--- src/rtl/uart_pkg.sv ---
// Types and constants shared between the UART transmitter and receiver.
// Frame: start bit, 8 data bits LSB first, parity bit, stop bit.
package uart_pkg;

    localparam int FRAME_BITS = 11;
    localparam int DATA_BITS  = 8;

    typedef enum logic [2:0] {
        IDLE,
        START,
        DATA,
        PAR,
        STOP
    } uart_state_t;

    function automatic logic parity_bit(input logic [DATA_BITS-1:0] data, input logic odd);
        return (^data) ^ odd;
    endfunction

endpackage

--- src/rtl/uart_baud_timer.sv ---
// Bit-period counter: tick is high on the last of every BAUD_CLOCK_CYCLES cycles.
// clear restarts the period; no backpressure, free-running otherwise.
module uart_baud_timer #(
    parameter int BAUD_CLOCK_CYCLES = 5208
) (
    input  logic clk,
    input  logic rst,
    input  logic clear,
    output logic tick
);

    localparam int CNT_W = (BAUD_CLOCK_CYCLES > 1) ? $clog2(BAUD_CLOCK_CYCLES) : 1;
    localparam logic [CNT_W-1:0] LAST = CNT_W'(BAUD_CLOCK_CYCLES - 1);

    logic [CNT_W-1:0] cnt_q;

    assign tick = (cnt_q == LAST);

    always_ff @(posedge clk or posedge rst) begin
        if (rst) begin
            cnt_q <= '0;
        end else if (clear || tick) begin
            cnt_q <= '0;
        end else begin
            cnt_q <= cnt_q + CNT_W'(1);
        end
    end

endmodule

--- src/rtl/uart_tx.sv ---
// UART transmitter: accepts din when idle and send=1; tx_out goes low the next cycle.
// Frame lasts 11 bit periods, done pulses in the first idle cycle; send is ignored while busy.
module uart_tx
    import uart_pkg::*;
#(
    parameter int CLK_FREQUENCY = 100_000_000,
    parameter int BAUD_RATE     = 19_200,
    parameter int PARITY        = 1
) (
    input  logic                 clk,
    input  logic                 rst,
    input  logic                 send,
    input  logic [DATA_BITS-1:0] din,
    output logic                 busy,
    output logic                 done,
    output logic                 tx_out
);

    localparam int BAUD_CLOCK_CYCLES = CLK_FREQUENCY / BAUD_RATE;
    localparam logic PARITY_ODD = (PARITY != 0);

    uart_state_t          state_q, state_d;
    logic [DATA_BITS-1:0] shift_q, shift_d;
    logic [2:0]           bit_idx_q, bit_idx_d;
    logic                 par_q, par_d;
    logic                 tx_d, busy_d, done_d;
    logic                 tick, clear;

    uart_baud_timer #(
        .BAUD_CLOCK_CYCLES(BAUD_CLOCK_CYCLES)
    ) u_baud (
        .clk   (clk),
        .rst   (rst),
        .clear (clear),
        .tick  (tick)
    );

    always_ff @(posedge clk or posedge rst) begin
        if (rst) begin
            state_q   <= IDLE;
            shift_q   <= '0;
            bit_idx_q <= '0;
            par_q     <= 1'b0;
            tx_out    <= 1'b1;
            busy      <= 1'b0;
            done      <= 1'b0;
        end else begin
            state_q   <= state_d;
            shift_q   <= shift_d;
            bit_idx_q <= bit_idx_d;
            par_q     <= par_d;
            tx_out    <= tx_d;
            busy      <= busy_d;
            done      <= done_d;
        end
    end

    // tx_d is the line value for the next cycle, so every bit change lands on a tick edge.
    always_comb begin
        state_d   = state_q;
        shift_d   = shift_q;
        bit_idx_d = bit_idx_q;
        par_d     = par_q;
        tx_d      = tx_out;
        busy_d    = 1'b1;
        done_d    = 1'b0;
        clear     = 1'b0;

        unique case (state_q)
            IDLE: begin
                tx_d   = 1'b1;
                busy_d = 1'b0;
                if (send) begin
                    state_d = START;
                    shift_d = din;
                    par_d   = parity_bit(din, PARITY_ODD);
                    clear   = 1'b1;
                    tx_d    = 1'b0;
                    busy_d  = 1'b1;
                end
            end
            START: begin
                if (tick) begin
                    state_d   = DATA;
                    bit_idx_d = '0;
                    tx_d      = shift_q[0];
                    clear     = 1'b1;
                end
            end
            DATA: begin
                if (tick) begin
                    shift_d = shift_q >> 1;
                    if (bit_idx_q == 3'd7) begin
                        state_d   = PAR;
                        bit_idx_d = '0;
                        tx_d      = par_q;
                        clear     = 1'b1;
                    end else begin
                        bit_idx_d = bit_idx_q + 3'd1;
                        tx_d      = shift_q[1];
                    end
                end
            end
            PAR: begin
                if (tick) begin
                    state_d = STOP;
                    tx_d    = 1'b1;
                    clear   = 1'b1;
                end
            end
            STOP: begin
                if (tick) begin
                    state_d = IDLE;
                    tx_d    = 1'b1;
                    busy_d  = 1'b0;
                    done_d  = 1'b1;
                    clear   = 1'b1;
                end
            end
            default: begin
                state_d = IDLE;
                tx_d    = 1'b1;
                busy_d  = 1'b0;
            end
        endcase
    end

endmodule

--- config.mk ---
export PLATFORM = sky130hd
export DESIGN_NAME = uart_tx
export DESIGN_NICKNAME = d
export VERILOG_FILES = /design/src/rtl/uart_pkg.sv /design/src/rtl/uart_baud_timer.sv /design/src/rtl/uart_tx.sv
export SDC_FILE = /design/constraint.sdc
export NUM_CORES = 1
export LEC_CHECK = 0
export BUFFER_PORTS_ARGS = -buffer_cell sky130_fd_sc_hd__clkbuf_2
export CAP_MARGIN = 20
export CORE_MARGIN = 3
export CORE_UTILIZATION = 25
export DETAILED_ROUTE_END_ITERATION = 7
export GPL_TIMING_DRIVEN = 0
export SYNTH_ARGS = -nofsm -noshare
export SYNTH_HDL_FRONTEND = slang
export SYNTH_SLANG_ARGS = --single-unit
--- constraint.sdc ---
create_clock -name clk -period 3.6 [get_ports clk]
set_input_delay 0.36 -clock clk [delete_from_list [all_inputs] [get_ports clk]]
set_output_delay 0.36 -clock clk [all_outputs]
set_load 0.01 [all_outputs]
Yosys cells after proc, flatten, opt, wreduce, memory -nomap -nowiden --
Cells that the tools add are included.
Cells by class: $add $sub $neg 2, equality and inequality tests 13, multiplexer cells 28, bitwise operators 1, reductions and logical operators 13
Operator list (count):
- 3-bit 2-to-1 mux | 8
- 8-bit 2-to-1 mux | 2
- 8-bit case mux with 2 select lines | 1
- 3-bit case mux with 5 select lines | 1
- 13-bit by 1-bit adder with 13-bit output, second input constant | 1
- 13-bit == test, second input constant | 1
- 13-bit 2-to-1 mux | 1
- 1-bit 2-to-1 mux | 11
- 2-bit by 1-bit inequality test with 1-bit output, second input constant | 5
- 3-bit AND reduction | 3
- 8-bit XOR reduction | 1
- 3-bit by 2-bit == test with 1-bit output, second input constant | 2
- 3-bit == test, second input constant | 2
- 1-bit case mux with 3 select lines | 2
- 3-bit case mux with 2 select lines | 1
- 6-bit AND reduction | 1
- 3-bit OR reduction | 2
- 2-bit inequality test, second input constant | 2
- 1-bit case mux with 4 select lines | 1
- 2-bit nonzero test | 2
- 3-bit by 1-bit adder with 3-bit output, second input constant | 1
- 3-bit by 1-bit == test with 1-bit output, second input constant | 1
- 3-bit zero test | 1
- 2-bit AND reduction | 1
- 3 further kinds | 3
Storage, ports and cells: flip-flop bits (word level) 31, input bits 11, word-level logic and storage cells 65

Longest topological paths before layout --
depth in word-level cells 6, gate-level depth with buffers 6, mapped depth without buffers 6

By module --
Synthesis repeated with hierarchy kept, for this count alone.
Unflattened totals: cells, all modules 166, area total of the unflattened synthesis 1691.6 um^2
By module, submodules not included:
- uart_tx | instances 1, cells an instance 101, area each 1036.0 um^2, sequential area each 451.7 um^2
- uart_baud_timer | instances 1, cells an instance 65, area each 655.6 um^2, sequential area each 325.3 um^2

Least setup slack after synthesis --
Ideal clock, no wire load.
path type register to register, start point register u_baud.cnt_q[0], end point register bit_idx_q[1], setup time 125 ps, data arrival time 1719 ps, slack 1756 ps, cell stages (with the launch flop) 6, period minus slack after synthesis 1844 ps, path through dfrtp_1 -> ha_1 -> nor4b_1 -> nand3_2 -> or3_4 -> mux2_4
On the way: word-level cells in the longest chain between the ends 3, elaborated cells on any way between the ends 4, classes of those cells eq/ne: 3; reduce/logical: 1
Ends and longest elaborated chain:
- start: declaration | line uart_baud_timer.sv:15 | logic [CNT_W-1:0] cnt_q;
- start signal: assignment | line uart_baud_timer.sv:25 | cnt_q <= cnt_q + CNT_W'(1);
- 13-bit == test * | line uart_baud_timer.sv:17 | assign tick = (cnt_q == LAST);
- 2-bit by 1-bit inequality test with 1-bit output (no source line)
- 3-bit AND reduction (no source line) *
- end signal: assignment | line uart_tx.sv:50 | bit_idx_q <= bit_idx_d;
- end: declaration | line uart_tx.sv:24 | logic [2:0] bit_idx_q, bit_idx_d;
Every way passes the cells marked *; elsewhere a longest branch is shown, timed or not. A chain may end at the register's enable or synchronous reset.

Final worst setup path --
start point register u_baud.cnt_q[0], end point register shift_q[4]
On the way: word-level cells in the longest chain between the ends 3
Ends and longest elaborated chain:
- 13-bit == test | line uart_baud_timer.sv:17
- 2-bit by 1-bit inequality test with 1-bit output (no source line)
- 3-bit AND reduction (no source line)
- end signal: assignment | line uart_tx.sv:49 | shift_q <= shift_d;
- end: declaration | line uart_tx.sv:23 | logic [DATA_BITS-1:0] shift_q, shift_d;
Every way passes these cells.

==> impl.org <==
** Worst setup path
- Together, buffers and inverters on the worst path number 0.
- Required time at the worst-slack endpoint :: 3.76 ns
- RR Startpoint :: u_baud.cnt_q[0]
- CP cell instances :: ha_1, nor4b_1, nand3_2, o21ai_2, mux2_1
- On the critical path the largest part of the delay comes from simple AND/OR/NAND/NOR gates.
- Startpoint-to-endpoint class of the critical path :: reg -> reg
- Following the worst setup path forward leads to its endpoint at shift_q[4].
- Cell depth of the worst flop-to-flop path :: 5
- For the worst setup path, the data arrival time is 2.30 ns.
- Worst Setup End Kind :: flip-flop
- In this run the worst path has a maximum fanout of 7.
- Worst-case register-to-register setup slack :: 1.46 ns
- In this run the critical register-to-register path is captured at shift_q[4].
- Slowest-stage cell, CP :: o21ai_2
- CP max stage delay :: around 0.42 ns
- The critical path crosses 5 cells after its start point.
- Timing startpoint of the critical path :: u_baud.cnt_q[0]
- The worst setup path is launched from a flip-flop.

** Detailed routing
- Detailed Route WL :: 3290 µm
- 1st-pass router iterations :: 4
- After detailed routing, the number of remaining DRC violations is 0.
- Once detail routing completed, the nets flagged for antenna violations numbered 0.
- Using the TritonRoute via totals, the vias-per-cell ratio works out to 4.78.
- Violation count after the first detailed-routing iteration :: 51
- Vias :: 1261
- Post-detailed-route wirelength per cell :: 12.5 µm

** STA
- Final critical-path required period :: between 2 and 2.5 ns
- Max-slew violation count :: 0
- For the final routed database, the setup TNS stands at 0 ns.
- In the finished design, the share of the clock period the worst path needs comes to 59.4%.
- Remaining max-slew budget at the tightest pin :: 59.6%
- At the pin with the least slew margin, the transition time is between 0.6 and 0.7 ns.
- Hold violation count in the final report :: 0
- Final setup violating endpoints :: 0
- Across the routed clock network, the largest skew measured is 0.0139 ns.
- Static timing analysis puts the maximum clock frequency at around 0.47 GHz.
- Setup repair after global routing left no endpoint under its margin.
- Final Worst Setup Slack :: approximately 1.5 ns

** Pwr
- Worst VDD drop :: 297 µV
- Power spread over the standard cell area amounts to approximately 460 mW/mm².
- The analysis attributes to cell leakage a power of between 0.8 and 0.9 nW.

** GRT
- Maximum number of pins on one net before global-route repair :: 23
- Overall Global Routing Usage :: 9.33%
- Number of antenna violations at the first check in global routing :: 0
- Vias in the first global route :: 1196
- Grt total ovfl :: 0
- The first global-routing pass estimated 5680 µm of wire.

** Placed design
- Port Buffers :: 13
- Detailed placement finished with a half-perimeter wire length of roughly 2400 µm.
- OpenSTA, run right after detailed placement, puts the worst setup slack at 1.47 ns.
- Final GP Congestion :: 0.797

** Finish
- The repair_antennas step left the layout with diodes totalling 0.
- Cells with a size suffix above 1 make up 23.0% of the layout.
- The net count of the finished layout is 200.
- Relative area change from synthesis to final layout :: 16.4%

** Synth
- The cell count after synthesis came out at 165.
- The share of the Yosys chip area taken by registers is approximately 45%.
- Ys async rst share :: 100%
- Post-synthesis instance area :: roughly 0.0017 mm²
- The number of nets in the synthesized netlist is about 180.
- Number of flip-flops and latches in the synthesized netlist :: 31
- The most common cell in the synthesized netlist is dfrtp_1.
- Ys Warns :: 0
- Top post-synthesis cells by area :: dfrtp_1, xnor2_1, mux2_2
- Count of cell types in the netlist :: 45
- Dominant register cell in the synthesized netlist :: dfrtp_1
- Top cells by instance count after synthesis :: dfrtp_1, nor2_1, nand2_1, xnor2_1, mux2_2
- Dividing the synthesized area by the synthesized cell count gives 10.4 µm².
- The biggest area contributor in the post-synthesis netlist is dfrtp_1.
- Number of enable flip-flop cells after synthesis :: 0
- Share of the synthesized area in the top cell type :: 43.8%

** Clock tree
- Num CTS Buffers :: 5
- The clock tree synthesis step divided the H-tree into 2 levels.
- The later pin in the worst-skew pair is clocked with a latency of 0.29 ns.
- Clock sink total :: 31
- The cell sitting at the root of the clock tree is a clkbuf_8.
- After clock tree synthesis, the setup repair step added 0 buffers.
- After clock tree synthesis, the clock-pin slew on the worst setup and hold paths is 0.07 ns.
- TritonCTS built the clock tree.
- Resized Gates After CTS :: 0
- The clock passes through at most 2 buffers.
- For this design, the CTS-stage hold fixing added 0 buffers.

** Status
- Status :: finished, final reports clean

** Worst hold path
- Path type of the worst min-delay path :: in -> async

** Floorplanning
- Die width :: 88.8 µm
- Site Rows :: 29
- DIE AREA :: 0.00789 mm²
- The floorplan step defined a core boundary enclosing around 0.0065 mm².
- Initial Util :: 26.4%
- Height of the die :: 88.8 µm
- I/O pin total :: 14

** Run
- The tool flagged a number of max-cap violations equal to 0.
## metal layers
layer | track usage, % | routed length [µm] | vias to the layer above
met5 | 0 | 0 | -
met4 | 4.12 | 68 | 0
met3 | 2.23 | 93 | 7
met2 | 13.4 | 1420 | 17
met1 | 13.3 | 1710 | 612
li1 | - | - | 625
## final cells by class
cell class,instances,area [µm²]
buffer,8,40.0
sequential,31,777
inverter,4,15.0
tap,77,96.3
timing repair buffer,14,92.6
multi-input combinational,122,882
clock buffer,7,86.3
clock inverter,1,5.00
fill,660,4500
## registers in the layout (all words and copies together), names as in the netlist
register	count
tx_out	1
u_baud.cnt_q	13
state_q	3
shift_q	8
bit_idx_q	3
busy	1
par_q	1
done	1
## layout by cell type (no fill, tap or decap), types with 3 or more instances in the layout
| cell | synthesis | routed |
|---|---|---|
| dfrtp_1 | 30 | 30 |
| nor2_1 | 17 | 17 |
| clkbuf_2 | 1 | 14 |
| nand2_1 | 14 | 14 |
| xnor2_1 | 14 | 14 |
| mux2_2 | 9 | 9 |
| clkbuf_1 | 5 | 6 |
| o21ai_0 | 6 | 6 |
| clkbuf_8 | 0 | 6 |
| nand3_1 | 5 | 5 |
| mux2_1 | 5 | 5 |
| inv_1 | 4 | 4 |
| nor3_1 | 4 | 4 |
| a21oi_1 | 4 | 4 |
| nand4_1 | 4 | 4 |
| o21a_1 | 3 | 3 |
| xor2_1 | 3 | 3 |
| ha_1 | 3 | 3 |
## per-stage QoR
stage	instance area, µm²	total power [W]	hold WS (ns)	std cells	utilization, %
2_1_floorplan	1710	0.000589	0.450	165	-
3_3_place_gp	1880	0.000629	0.461	255	28.9
3_5_place_dp	1900	0.000638	0.384	256	29.3
4_1_cts	1990	0.000924	0.0655	264	30.7
5_1_grt	1990	0.000975	0.0775	264	30.7
6_report	1990	0.000911	0.0594	264	30.7
## worst reg2reg max path, delay by kind of cell (launching register included)
kind	cells	cell delay, ns
AO/OA/AOI/OAI	1	0.42
adder cells (fa/ha/maj)	1	0.27
flip-flops	1	0.39
multiplexers	1	0.38
AND/OR/NAND/NOR	2	0.56
## worst min path at each step
stage	endpoint	slack [ns]	cells past startpoint
floorplan	par_q	0.45	2
global placement	shift_q[4]	0.46	1
detailed placement	u_baud.cnt_q[0]	0.38	2
CTS	u_baud.cnt_q[11]	0.07	2
global route	u_baud.cnt_q[11]	0.08	2
finish	u_baud.cnt_q[11]	0.06	2
## cell families (layout without fill, tap and decap cells)
kind of cell / Yosys count / after routing / share of synthesized area [%]
multiplexers: 16 / 16 / 10.7
AND/OR/NAND/NOR: 64 / 64 / 21.5
AO/OA/AOI/OAI: 22 / 22 / 8.40
buffers and inverters: 12 / 34 / 3.21
adder cells (fa/ha/maj): 3 / 3 / 2.19
XOR/XNOR: 17 / 17 / 8.69
flip-flops: 31 / 31 / 45.3
## power by group
group	switching (W)	total (W)	leakage, nW	internal [W]
Clock	0.000128	0.000282	0.0482	0.000154
Sequential	0.0000531	0.000454	0.383	0.000401
Combinational	0.0000833	0.000176	0.399	0.0000923
(Power assumes the default switching activity.)
